File: src/rtl/timer_field_counter_if.sv
// -----------------------------------------------------------------------------
// timer_field_counter_if
// Control/status bundle for one timer field (seconds, minutes, hours ...).
//   enable      : block active when high, frozen when low
//   mode        : 00 HOLD, 01 SET, 10 DOWN, 11 UP
//   inc / dec   : single-cycle +1 / -1 strobes, honoured only in SET
//   tick_in     : count strobe from the lower field or the timebase
//   load        : load load_value in SET
//   load_value  : preset value (saturated to MODULO-1 by the field)
//   value       : current field value
//   tc_out      : one-cycle terminal-count / borrow strobe to the next field
//   finish      : sticky countdown-expired flag
//   state       : IDLE=0, SET=1, DOWN=2, UP=3, DONE=4
// master drives the controls (display/controller side), slave is the field.
// -----------------------------------------------------------------------------
interface timer_field_counter_if #(
    parameter int WIDTH = 6
);
    logic             enable;
    logic [1:0]       mode;
    logic             inc;
    logic             dec;
    logic             tick_in;
    logic             load;
    logic [WIDTH-1:0] load_value;
    logic [WIDTH-1:0] value;
    logic             tc_out;
    logic             finish;
    logic [2:0]       state;

    modport master (
        output enable, mode, inc, dec, tick_in, load, load_value,
        input  value, tc_out, finish, state
    );

    modport slave (
        input  enable, mode, inc, dec, tick_in, load, load_value,
        output value, tc_out, finish, state
    );
endinterface

File: src/rtl/timer_field_counter.sv
// -----------------------------------------------------------------------------
// timer_field_counter
// Parametrised modulo timer field with hold / set / count-down / count-up
// modes. Fields cascade through tc_out -> tick_in of the next field.
//   clk_1Hz : clock, all state changes on its rising edge
//   reset   : synchronous, active-high reset
//   bus     : timer_field_counter_if.slave (controls in, value/status out)
// Parameters:
//   WIDTH  : width of value / load_value
//   MODULO : field wraps at MODULO-1 (2 .. 2**WIDTH)
//   INIT   : reset value of value (< MODULO)
// The action taken on each edge is selected by the registered state, so a
// mode change takes effect one cycle later and strobes in the mode-change
// cycle are handled by the old state. All outputs come straight from flops.
// -----------------------------------------------------------------------------
module timer_field_counter #(
    parameter int WIDTH  = 6,
    parameter int MODULO = 60,
    parameter int INIT   = 0
) (
    input  logic                  clk_1Hz,
    input  logic                  reset,
    timer_field_counter_if.slave  bus
);

    typedef enum logic [2:0] {
        ST_IDLE = 3'd0,
        ST_SET  = 3'd1,
        ST_DOWN = 3'd2,
        ST_UP   = 3'd3,
        ST_DONE = 3'd4
    } state_t;

    localparam logic [WIDTH-1:0] MAX_VAL  = WIDTH'(MODULO - 1);
    localparam logic [WIDTH-1:0] INIT_VAL = WIDTH'(INIT);
    localparam logic [WIDTH-1:0] ZERO_VAL = {WIDTH{1'b0}};
    localparam logic [WIDTH-1:0] ONE_VAL  = WIDTH'(1);

    state_t           state_r;
    state_t           state_nxt_s;
    logic [WIDTH-1:0] value_r;
    logic [WIDTH-1:0] value_nxt_s;
    logic             tc_r;
    logic             tc_nxt_s;
    logic             finish_r;
    logic             finish_nxt_s;

    // Modulo increment: MODULO-1 wraps to 0.
    function automatic logic [WIDTH-1:0] wrap_inc(input logic [WIDTH-1:0] v);
        if (v == MAX_VAL) begin
            wrap_inc = ZERO_VAL;
        end else begin
            wrap_inc = v + ONE_VAL;
        end
    endfunction

    // Modulo decrement: 0 wraps to MODULO-1.
    function automatic logic [WIDTH-1:0] wrap_dec(input logic [WIDTH-1:0] v);
        if (v == ZERO_VAL) begin
            wrap_dec = MAX_VAL;
        end else begin
            wrap_dec = v - ONE_VAL;
        end
    endfunction

    // Preset with saturation; extra MSB keeps the compare valid at MODULO=2**WIDTH.
    function automatic logic [WIDTH-1:0] sat_load(input logic [WIDTH-1:0] v);
        if ({1'b0, v} > {1'b0, MAX_VAL}) begin
            sat_load = MAX_VAL;
        end else begin
            sat_load = v;
        end
    endfunction

    // State, value and status registers with synchronous reset.
    always_ff @(posedge clk_1Hz) begin
        if (reset) begin
            state_r  <= ST_IDLE;
            value_r  <= INIT_VAL;
            tc_r     <= 1'b0;
            finish_r <= 1'b0;
        end else begin
            state_r  <= state_nxt_s;
            value_r  <= value_nxt_s;
            tc_r     <= tc_nxt_s;
            finish_r <= finish_nxt_s;
        end
    end

    // Next-state selection: countdown expiry beats mode, DONE is sticky under mode 10.
    always_comb begin
        state_nxt_s = state_r;
        if (bus.enable) begin
            if ((state_r == ST_DOWN) && bus.tick_in && (value_r == ZERO_VAL)) begin
                state_nxt_s = ST_DONE;
            end else begin
                case (bus.mode)
                    2'b00:   state_nxt_s = ST_IDLE;
                    2'b01:   state_nxt_s = ST_SET;
                    2'b10:   state_nxt_s = (state_r == ST_DONE) ? ST_DONE : ST_DOWN;
                    2'b11:   state_nxt_s = ST_UP;
                    default: state_nxt_s = ST_IDLE;
                endcase
            end
        end else begin
            state_nxt_s = state_r;
        end
    end

    // Per-state datapath action; tc_out defaults low so it is a single-cycle strobe.
    always_comb begin
        value_nxt_s  = value_r;
        tc_nxt_s     = 1'b0;
        finish_nxt_s = finish_r;
        if (bus.enable) begin
            // finish tracks DONE: set on entry, held while there, cleared on exit.
            finish_nxt_s = (state_nxt_s == ST_DONE);
            case (state_r)
                ST_SET: begin
                    if (bus.load) begin
                        value_nxt_s = sat_load(bus.load_value);
                    end else if (bus.inc && !bus.dec) begin
                        value_nxt_s = wrap_inc(value_r);
                    end else if (bus.dec && !bus.inc) begin
                        value_nxt_s = wrap_dec(value_r);
                    end else begin
                        value_nxt_s = value_r;
                    end
                end
                ST_DOWN: begin
                    if (bus.tick_in) begin
                        if (value_r != ZERO_VAL) begin
                            value_nxt_s = value_r - ONE_VAL;
                        end else begin
                            tc_nxt_s = 1'b1;
                        end
                    end else begin
                        value_nxt_s = value_r;
                    end
                end
                ST_UP: begin
                    if (bus.tick_in) begin
                        value_nxt_s = wrap_inc(value_r);
                        tc_nxt_s    = (value_r == MAX_VAL);
                    end else begin
                        value_nxt_s = value_r;
                    end
                end
                default: begin
                    value_nxt_s = value_r;
                end
            endcase
        end else begin
            value_nxt_s  = value_r;
            finish_nxt_s = finish_r;
        end
    end

    assign bus.value  = value_r;
    assign bus.tc_out = tc_r;
    assign bus.finish = finish_r;
    assign bus.state  = state_r;

endmodule

File: src/flat_wrapper.sv
// flat-port wrapper written by rule: the top's interface ports become plain ports
module timer_field_counter_flat 
#(
    parameter int WIDTH  = 6,
    parameter int MODULO = 60,
    parameter int INIT   = 0
)
  (clk_1Hz, reset, bus_enable, bus_mode, bus_inc, bus_dec, bus_tick_in, bus_load, bus_load_value, bus_value, bus_tc_out, bus_finish, bus_state);
  timer_field_counter_if #(.WIDTH(WIDTH)) bus_i ();
  input  logic clk_1Hz;
  input  logic reset;
  input wire logic [$bits(bus_i.enable)-1:0] bus_enable;
  input wire logic [$bits(bus_i.mode)-1:0] bus_mode;
  input wire logic [$bits(bus_i.inc)-1:0] bus_inc;
  input wire logic [$bits(bus_i.dec)-1:0] bus_dec;
  input wire logic [$bits(bus_i.tick_in)-1:0] bus_tick_in;
  input wire logic [$bits(bus_i.load)-1:0] bus_load;
  input wire logic [$bits(bus_i.load_value)-1:0] bus_load_value;
  output wire logic [$bits(bus_i.value)-1:0] bus_value;
  output wire logic [$bits(bus_i.tc_out)-1:0] bus_tc_out;
  output wire logic [$bits(bus_i.finish)-1:0] bus_finish;
  output wire logic [$bits(bus_i.state)-1:0] bus_state;
  assign bus_i.enable = bus_enable;
  assign bus_i.mode = bus_mode;
  assign bus_i.inc = bus_inc;
  assign bus_i.dec = bus_dec;
  assign bus_i.tick_in = bus_tick_in;
  assign bus_i.load = bus_load;
  assign bus_i.load_value = bus_load_value;
  assign bus_value = bus_i.value;
  assign bus_tc_out = bus_i.tc_out;
  assign bus_finish = bus_i.finish;
  assign bus_state = bus_i.state;
  timer_field_counter #(.WIDTH(WIDTH), .MODULO(MODULO), .INIT(INIT)) u_core (.clk_1Hz(clk_1Hz), .reset(reset), .bus(bus_i));
endmodule
File: config.mk
export PLATFORM = sky130hd
export DESIGN_NAME = timer_field_counter_flat
export DESIGN_NICKNAME = d
export VERILOG_FILES = /design/src/rtl/timer_field_counter_if.sv /design/src/rtl/timer_field_counter.sv /design/src/flat_wrapper.sv
export SDC_FILE = /design/constraint.sdc
export NUM_CORES = 1
export LEC_CHECK = 0
export BUFFER_PORTS_ARGS = -buffer_cell sky130_fd_sc_hd__buf_2
export CORE_MARGIN = 5
export CORE_UTILIZATION = 30
export CTS_BUF_LIST = sky130_fd_sc_hd__clkbuf_4 sky130_fd_sc_hd__clkbuf_8
export CTS_CLUSTER_DIAMETER = 200
export DETAILED_ROUTE_END_ITERATION = 7
export GPL_TIMING_DRIVEN = 0
export HOLD_SLACK_MARGIN = 0.05
export REMOVE_ABC_BUFFERS = 1
export SETUP_SLACK_MARGIN = 0.05
export SLEW_MARGIN = 15
export SYNTH_ARGS = -nofsm -noshare
export SYNTH_HDL_FRONTEND = slang
export SYNTH_SLANG_ARGS = --single-unit
File: constraint.sdc
create_clock -name clk_1Hz -period 2.4 [get_ports clk_1Hz]
set_input_delay 0.24 -clock clk_1Hz [delete_from_list [all_inputs] [get_ports clk_1Hz]]
set_output_delay 0.24 -clock clk_1Hz [all_outputs]
set_load 0.1 [all_outputs]
==> flow_metrics.py, run 1 <==
metrics = {
    "floorplan": {
        "die_h_um": 71.0,
        "rows": 22,
        "start_util": 0.307,
        "die_width_um": 71.0,
        "coreArea_um2": 3630,
        "io_pins": 26,
        "fp.dieArea_um2": 5040,
    },
    "synthesis": {
        "synth_area_leaders": "dfxtp_1, a21oi_1, nand3_1",
        "yosys_warnings": 0,
        "ys_ff_latch": 11,
        "ys.flop_type": "dfxtp_1",
        "syn-cell-area_um2": 1120,
        "synth_cell_types": 53,
        "synth_edf_count": 0,
        "synth_top_area_cell": "dfxtp_1",
        "netlist_instances": 143,
        "syn_avg_cell_area_um2": 7.80,
        "yosysTopAreaCellShare": 0.197,
        "seq_area_frac_synth": 0.197,
        "synthArstFlopShare": 0,
    },
    "placement": {
        "dp.cells": 207,
        "dpl.hpwl_mm": 2.33,
        "place_ws_ps": 378,
        "place.gp.congestion": 0.834,
        "io_buffers": 25,
    },
    "clock_network": {
        "cts.sink_count": 11,
        "cts_hold_buf": 0,
        "cts_htree_levels": 1,
        "cts_resized": 0,
        "clk_latency_ps": 230,
        "numCtsBuffers": 3,
        "clock_path_buffers": 2,
        "cts_tree": "done",
        "root_buffer": "clkbuf_8",
        "cts_setup_buffers": 0,
        "path_clk_slew_ps": 50,
    },
    "finish": {
        "diodes": 0,
        "fin_nets": 181,
        "area_growth_pct": 16.9,
        "layout-drive-gt1-share": 0.239,
        "fin_util": 0.359,
        "nFillCells": 415,
        "final_cells": 211,
    },
    "setup_path": {
        "startpoint_type": "register",
        "arrival_ps": 2150,
        "cp_max_fo": 10,
        "crit_family": "compound AO/OA/AOI/OAI gates",
        "critical_path_depth": 7,
        "critPathMaxStageDelay_ps": 500,
        "cp.required_ps": 2510,
        "r2r_cells": 7,
        "slowest_stage": "dfxtp_1",
        "path_cells": "inv_1 > ha_1 > nor2b_1 > o31a_1 > o41ai_1 > a311o_1 > a221oi_1",
        "worstSetupEndpointType": "register",
        "worst-path-buf-inv": 1,
        "critPathKind": "register to register",
    },
    "min_path": {
        "hp-class": "input port to register",
        "min_path_cells": 3,
    },
    "route": {
        "antenna_left": 0,
        "wl_per_cell_um": 15.0,
        "viasPerCell": 5.56,
        "dr.pass1.iters": 4,
        "wl_mm": 3.16,
        "vias": 1173,
        "drt_iter0_drc": 61,
        "drc_errors": 0,
    },
    "pwr": {
        "pwr_density_cell_nw_per_um2": 497,
        "p_int_uw": 396,
        "comb_power_share": 0.357,
        "p_sw_frac": 0.389,
        "seqPwrFrac": 0.341,
        "irDropWorstVdd_v": 0.000356,
        "clkPwrFrac": 0.301,
        "p_switching_uw": 252,
        "p_leak_nw": 0.525,
    },
    "timing": {
        "finalCritPeriodShare": 0.851,
        "hold_ws_ps": 269,
        "clock.fmax_mhz": 490,
        "fin_tns_setup_ps": 0,
        "finalSetupViolCount": 0,
        "slew_headroom": 0.548,
        "worst_slack_ps": 358,
        "skew_ps": 4.62,
        "rsz0062_at_grt": "no",
        "drv_slew": 0,
        "fin_crit_ps": 2040,
        "worst_slew_pin_slew_ps": 677,
        "hold_viol": 0,
    },
    "grt": {
        "gr-total-overflow": 0,
        "grt_max_degree": 20,
        "grt_pass1_wl_mm": 5.22,
        "antenna_found_initial": 0,
        "grt_usage": 0.124,
        "grt_pass1_vias": 1118,
    },
    "status": {
        "outcome": "finished, final reports clean",
    },
    "run": {
        "cap_violations": 0,
    },
}
layout make-up:
| class | instances | area (um2) | share of cell area |
|---|---|---|---|
| sequential | 11 | 220 | 0.169 |
| multi-input combinational | 113 | 813 | 0.623 |
| tap | 48 | 60.1 | 0.0460 |
| timing repair buffer | 25 | 125 | 0.0959 |
| clock buffer | 4 | 48.8 | 0.0374 |
| inverter | 10 | 37.5 | 0.0288 |
tightest hold or removal path, cell delays in order:
cell and delay (ps):
buf_2 90, a22oi_1 60, nor2_1 80
kinds of logic after synthesis:
family / Yosys count / synth area share
AND/OR/NAND/NOR: 53 / 0.302
XOR/XNOR: 3 / 0.0235
flip-flops: 11 / 0.197
buffers and inverters: 19 / 0.0740
adder cells (fa/ha/maj): 2 / 0.0224
AO/OA/AOI/OAI: 52 / 0.352
multiplexers: 3 / 0.0291
power groups by stage:
stage                     clock, mW  combinational, mW  sequential (mW)
final                         0.195              0.232            0.221
after floorplan                   0              0.115            0.282
after CTS                     0.203              0.231            0.220
after detailed placement          0              0.230            0.224
after global placement            0              0.230            0.225
after global routing          0.214              0.249            0.224
worst paths after layout:
check | startpoint | endpoint | slack (ps)
setup reg to reg | u_core.bus.value[0] | u_core.bus.value[2] | 360
setup / recovery | u_core.bus.value[0] | u_core.bus.value[2] | 360
hold / removal | bus_mode[0] | u_core.bus.state[0] | 270
hold reg to reg | u_core.bus.finish | u_core.bus.finish | 470
metal layers:
layer	global-route usage	up-vias	wire, um
li1	-	586	-
met2	0.189	33	1370
met5	0	-	0
met4	0.0125	0	14
met1	0.178	552	1600
met3	0.0369	2	172
through the flow:
step	total power [mW]	area, um2
2_1_floorplan	0.396	1070
3_3_place_gp	0.455	1260
3_5_place_dp	0.455	1260
4_1_cts	0.655	1310
5_1_grt	0.688	1310
6_report	0.648	1310
Yosys cell counts, types with 2 or more instances:
cell	instances
nor3b_1	2
o221ai_1	2
nand2b_1	3
a31oi_1	3
dfxtp_1	11
buf_2	3
clkbuf_1	5
o21ai_0	6
and2b_1	2
mux2_2	2
nand3_1	8
nand2_1	5
inv_1	10
ha_1	2
nand3b_1	5
nor3_1	4
xor2_1	2
a21oi_1	14
nor2_1	8
o21a_1	2
nor2b_1	5
a221oi_1	3
o311ai_0	2
o31a_1	2
a311o_1	2
o211ai_1	3
registers in the layout, summed over array words and instances (netlist names):
signal,cells
u_core.bus.value,6
u_core.bus.tc_out,1
u_core.bus.finish,1
u_core.bus.state,3
layout by cell type, fill, tap and decap left out, types with 5 or more instances in the layout:
cell type	count
nand3_1	8
nand2_1	5
inv_1	10
dfxtp_1	11
a21oi_1	14
buf_2	25
nor2b_1	5
nor2_1	8
nand3b_1	5
o21ai_0	6
(Power assumes the default switching activity.)
==> run 2, diff against run 1 <==
--- a/config.mk
+++ b/config.mk
@@ -7,2 +7,3 @@
 export LEC_CHECK = 0
+export ABC_AREA = 1
 export BUFFER_PORTS_ARGS = -buffer_cell sky130_fd_sc_hd__buf_2
--- a/constraint.sdc
+++ b/constraint.sdc
@@ -3,2 +3,2 @@
 set_output_delay 0.24 -clock clk_1Hz [all_outputs]
-set_load 0.1 [all_outputs]
+set_load 0.01 [all_outputs]
==> run 2 against run 1 <==
Against the previous run:
- clock skew increased by 0.85 ps
- clock power fell by 8%
- utilization increased by 0.52 points
- flip-flop and latch count did not move
- combinational power shrank 9.9%
- non-clock buffer count unchanged
- maximum frequency up 6.0%
- critical endpoint is now u_core.bus.value[3]
- largest cell class unchanged
==> flow_metrics.py, run 2 <==
metrics = {
    "placement": {
        "dpl.hpwl_mm": 2.35,
        "place_ws_ps": 449,
        "place_area_um2": 1280,
        "place.gp.congestion": 0.916,
        "io_buffers": 25,
    },
    "setup_path": {
        "startpoint_type": "register",
        "arrival_ps": 2090,
        "critPathKind": "register to register",
        "crit_family": "simple AND/OR/NAND/NOR gates",
        "regToRegStartpoint": "u_core.bus.value[0]",
        "cp_max_fo": 8,
        "worst-path-buf-inv": 1,
        "worstSetupEndpointType": "register",
        "path_cells": "clkinv_1 > ha_1 > nand3_4 > nor2_2 > nor2_1 > nand3_4 > nand2_1 > nand2_1 > a21oi_1",
        "critPathMaxStageDelay_ps": 440,
        "cp.required_ps": 2560,
        "crit_start": "u_core.bus.value[0]",
        "slowest_stage": "dfxtp_1",
    },
    "run": {
        "cap_violations": 0,
    },
    "timing": {
        "fin_crit_ps": 1930,
        "finalCritPeriodShare": 0.803,
        "worst_slew_pin_slew_ps": 459,
        "clock.fmax_mhz": 519,
        "slew_headroom": 0.694,
        "finalSetupViolCount": 0,
        "skew_ps": 5.47,
        "fin_tns_setup_ps": 0,
        "drv_slew": 0,
        "rsz0062_at_grt": "no",
        "worst_slack_ps": 474,
        "hold_viol": 0,
    },
    "finish": {
        "layout_commonest_cell": "nand2_1",
        "mostFrequentLayoutCells": "nand2_1, nor2_1, buf_2",
        "area_growth_pct": 18.1,
        "largest_register_ffs": 6,
        "fin_nets": 232,
        "fin_area_um2": 1320,
        "layout-drive-gt1-share": 0.224,
        "diodes": 0,
    },
    "grt": {
        "gr-total-overflow": 0,
        "grt_usage": 0.118,
        "grt_pass1_wl_mm": 4.86,
        "grt_pass1_vias": 1125,
        "grt_max_degree": 12,
        "antenna_found_initial": 0,
    },
    "clock_network": {
        "root_buffer": "clkbuf_8",
        "cts_tree": "done",
        "cts_hold_buf": 0,
        "numCtsBuffers": 3,
        "cts_htree_levels": 1,
        "cts_resized": 0,
        "cts_setup_buffers": 0,
        "cts.sink_count": 11,
        "clock_path_buffers": 2,
        "path_clk_slew_ps": 50,
        "clk_latency_ps": 240,
    },
    "synthesis": {
        "ys_ff_latch": 11,
        "synth_edf_count": 0,
        "syn-cell-area_um2": 1120,
        "yosysMostFrequentCell": "nand2_1",
        "yosys_warnings": 0,
        "synth_cell_types": 28,
        "ys.flop_type": "dfxtp_1",
        "yosysTopAreaCellShare": 0.196,
        "synthTopCellsByCount": "nand2_1, nor2_1, nand3_1, inv_1, a21oi_1",
        "seq_area_frac_synth": 0.196,
        "netlist_instances": 190,
        "synthArstFlopShare": 0,
        "synth_area_leaders": "dfxtp_1, nand2_1, nand3_1",
        "syn_avg_cell_area_um2": 5.90,
        "synth_top_area_cell": "dfxtp_1",
    },
    "route": {
        "wl_mm": 2.85,
        "drc_errors": 0,
        "viasPerCell": 4.65,
        "dr.pass1.iters": 4,
        "wl_per_cell_um": 10.9,
        "vias": 1217,
        "drt_iter0_drc": 56,
        "antenna_left": 0,
    },
    "min_path": {
        "hold_start": "reset",
        "hp-class": "input port to register",
    },
    "floorplan": {
        "die_width_um": 71.1,
        "io_pins": 26,
        "rows": 22,
        "fp.dieArea_um2": 5060,
        "coreArea_um2": 3630,
        "die_h_um": 71.1,
        "start_util": 0.309,
    },
    "status": {
        "outcome": "finished, final reports clean",
    },
    "pwr": {
        "irDropWorstVdd_v": 0.000316,
        "pwr_density_cell_nw_per_um2": 455,
        "p_leak_nw": 0.673,
    },
}
run 2: cell count changes after synthesis, moves of 4 or more:
cell / before / now
nor2_1: 8 / 25
nand3b_1: 5 / 0
nor2b_1: 5 / 0
nand3_1: 8 / 21
nand2_4: 0 / 5
nand4_1: 0 / 5
inv_2: 0 / 5
nand2_1: 5 / 57
clkbuf_1: 5 / 1
inv_1: 10 / 16
run 2: worst paths after layout:
check                        endpoint  slack (ps)  cells past startpoint
setup / recovery  u_core.bus.value[3]         470                      9
setup reg to reg  u_core.bus.value[3]         470                      9
hold / removal    u_core.bus.state[0]         270                      2
hold reg to reg     u_core.bus.finish         460                      2
run 2: layer usage:
metal	global-route usage	share of wire	up-vias
met4	0.0167	0.0028	0
li1	-	-	659
met3	0.0341	0.058	2
met2	0.201	0.47	28
met5	0	0	-
met1	0.150	0.47	528
run 2: area by class of cell:
class	instances	area, um2
Multi-Input combinational cell	152	790
Inverter	22	82.6
Clock buffer	3	41.3
Fill cell	437	2310
Sequential cell	11	220
Timing Repair Buffer	25	125
Clock inverter	1	5.00
Tap cell	48	60.1
run 2: metrics by stage:
stage,instances,total power [mW],hold WS [ps],util
2_1_floorplan,185,0.366,309,-
3_3_place_gp,258,0.428,457,0.352
3_5_place_dp,258,0.427,453,0.352
4_1_cts,262,0.612,261,0.364
5_1_grt,262,0.653,272,0.364
6_report,262,0.602,271,0.364
run 2: cell families (layout without fill, tap and decap cells):
family                     after synthesis  count (layout)  share of synthesized area
buffers and inverters                   27              51                     0.0993
adders and majority gates                2               2                     0.0223
DFF                                     11              11                      0.196
xor gates and xnor gates                 2               2                     0.0156
AOI/OAI and AO/OA                       22              22                      0.100
and+or+nand+nor                        126             126                      0.566
run 2: worst register-to-register path: cells and delay by family, from the launching register on:
kind            cells  cell delay, ps
simple gates        6             660
flops               1             440
fa+ha+maj           1             370
buf+inv             1             280
compound gates      1             110
run 2: where the power goes:
part           internal, mW  total (mW)  switching [mW]
registers             0.193       0.213          0.0203
logic                0.0795       0.209           0.130
clock network         0.114       0.180          0.0661
total                 0.386       0.602           0.216
==> run 3, diff against run 2 <==
clock period = 1.7 ns   (was 2.4 ns; I/O delays follow)
==> run 3 against run 2 <==
Against the previous run:
- first-iteration DRC count is 27% higher
- total power is 43% higher
- flip-flop and latch count stayed put
- cell count stayed put
- hold slack worse by 72 ps
- critical path type unchanged
- largest cell class unchanged
==> flow_metrics.py, run 3 (synthesis gave the netlist of run 2 again) <==
metrics = {
    "route": {
        "drc_errors": 0,
        "wl_per_cell_um": 11.2,
        "dr.pass1.iters": 4,
        "wl_mm": 2.92,
        "antenna_left": 0,
        "vias": 1228,
        "drt_iter0_drc": 71,
        "viasPerCell": 4.69,
    },
    "timing": {
        "worst_slack_ps": 179,
        "slew_headroom": 0.803,
        "worst_slew_pin_slew_ps": 293,
        "finalSetupViolCount": 0,
        "skew_ps": 4.77,
        "drv_slew": 0,
        "finalCritPeriodShare": 0.895,
        "clock.fmax_mhz": 657,
        "rsz0062_at_grt": "no",
        "hold_viol": 0,
        "fin_crit_ps": 1520,
    },
    "floorplan": {
        "coreArea_um2": 3630,
        "io_pins": 26,
        "start_util": 0.309,
        "rows": 22,
        "fp.dieArea_um2": 5060,
        "die_h_um": 71.1,
        "die_width_um": 71.1,
    },
    "clock_network": {
        "cts_setup_buffers": 0,
        "cts_resized": 4,
        "path_clk_slew_ps": 50,
        "clock_path_buffers": 2,
        "cts_htree_levels": 1,
        "cts_hold_buf": 0,
        "root_buffer": "clkbuf_8",
        "cts.sink_count": 11,
        "clk_latency_ps": 240,
        "numCtsBuffers": 3,
        "cts_tree": "done",
    },
    "finish": {
        "fin_nets": 232,
        "diodes": 0,
        "layout-drive-gt1-share": 0.271,
        "nFillCells": 436,
        "layout_commonest_cell": "nand2_1",
        "mostFrequentLayoutCells": "nand2_1, buf_2, nor2_1",
        "final_cells": 262,
        "largest_register_ffs": 6,
        "area_growth_pct": 21.2,
    },
    "setup_path": {
        "critPathKind": "register to register",
        "critPathMaxStageDelay_ps": 380,
        "arrival_ps": 1650,
        "crit_path_frequent_cell": "nand3_4",
        "cp_max_fo": 8,
        "path_cells": "inv_4 > ha_2 > nand3_4 > nor2_4 > nor2_2 > nand3_4 > a21oi_1 > and2_1",
        "worstSetupEndpointType": "register",
        "startpoint_type": "register",
        "cp.required_ps": 1830,
        "slowest_stage": "dfxtp_4",
    },
    "status": {
        "outcome": "finished, final reports clean",
    },
    "grt": {
        "grt_pass1_wl_mm": 4.86,
        "antenna_found_initial": 0,
        "grt_max_degree": 12,
        "grt_usage": 0.118,
        "grt_pass1_vias": 1125,
        "gr-total-overflow": 0,
    },
    "placement": {
        "place_ws_ps": -251,
        "dpl.hpwl_mm": 2.35,
        "place.gp.congestion": 0.916,
        "io_buffers": 25,
        "dp.cells": 258,
    },
    "pwr": {
        "pwr_density_cell_nw_per_um2": 635,
        "power.total_uw": 863,
        "p_leak_nw": 0.675,
        "irDropWorstVdd_v": 0.000447,
    },
    "min_path": {
        "hp-class": "input port to register",
    },
    "run": {
        "cap_violations": 0,
    },
}
## run 3: changes by cell type in the layout (fill, tap and decap cells not counted)
cell	delta
dfxtp_1	-6
ha_2	+1
dfxtp_2	+5
dfxtp_4	+1
nor2_4	+1
inv_4	+1
ha_1	-2
clkinv_1	-1
nor2_1	-1
ha_4	+1
## run 3: area by class of cell
class,count,area [um2],area share
Sequential cell,11,230,0.169
Timing Repair Buffer,25,125,0.0921
Tap cell,48,60.1,0.0442
Clock inverter,1,5.00,0.00368
Clock buffer,3,41.3,0.0304
Inverter,22,85.1,0.0626
Multi-Input combinational cell,152,812,0.598
## run 3: critical path, delay by kind of cell, from the launching register on
kind | cells | cell delay [ps]
fa+ha+maj | 1 | 250
simple gates | 5 | 600
flops | 1 | 380
buf+inv | 1 | 110
compound gates | 1 | 70
## run 3: worst paths after layout
check | slack [ps] | startpoint | cells past startpoint | endpoint
worst max-delay path | 180 | u_core.bus.value[0] | 8 | u_core.bus.value[2]
worst min-delay path | 200 | reset | 2 | u_core.bus.state[1]
worst max register to register | 180 | u_core.bus.value[0] | 8 | u_core.bus.value[2]
worst min register to register | 460 | u_core.bus.finish | 2 | u_core.bus.finish
## run 3: through the flow
step           cell area (um2)  utilization  setup TNS, ps  hold slack [ps]
2_1_floorplan             1090            -              0              239
3_3_place_gp              1280        0.352          -1590              441
3_5_place_dp              1280        0.352          -1520              445
4_1_cts                   1330        0.366              0              191
5_1_grt                   1360        0.374              0              195
6_report                  1360        0.374              0              199
## run 3: layer usage
layer / GRT usage / vias to the layer above / routed length, um
li1: - / 658 / -
met5: 0 / - / 0
met3: 0.0341 / 2 / 136
met1: 0.150 / 545 / 1400
met2: 0.201 / 23 / 1380
met4: 0.0167 / 0 / 8
## run 3: where the power goes
part / internal [mW] / switching [mW] / leakage, nW
Clock: 0.161 / 0.0937 / 0.0255
Sequential: 0.274 / 0.0317 / 0.0925
Combinational: 0.115 / 0.188 / 0.557
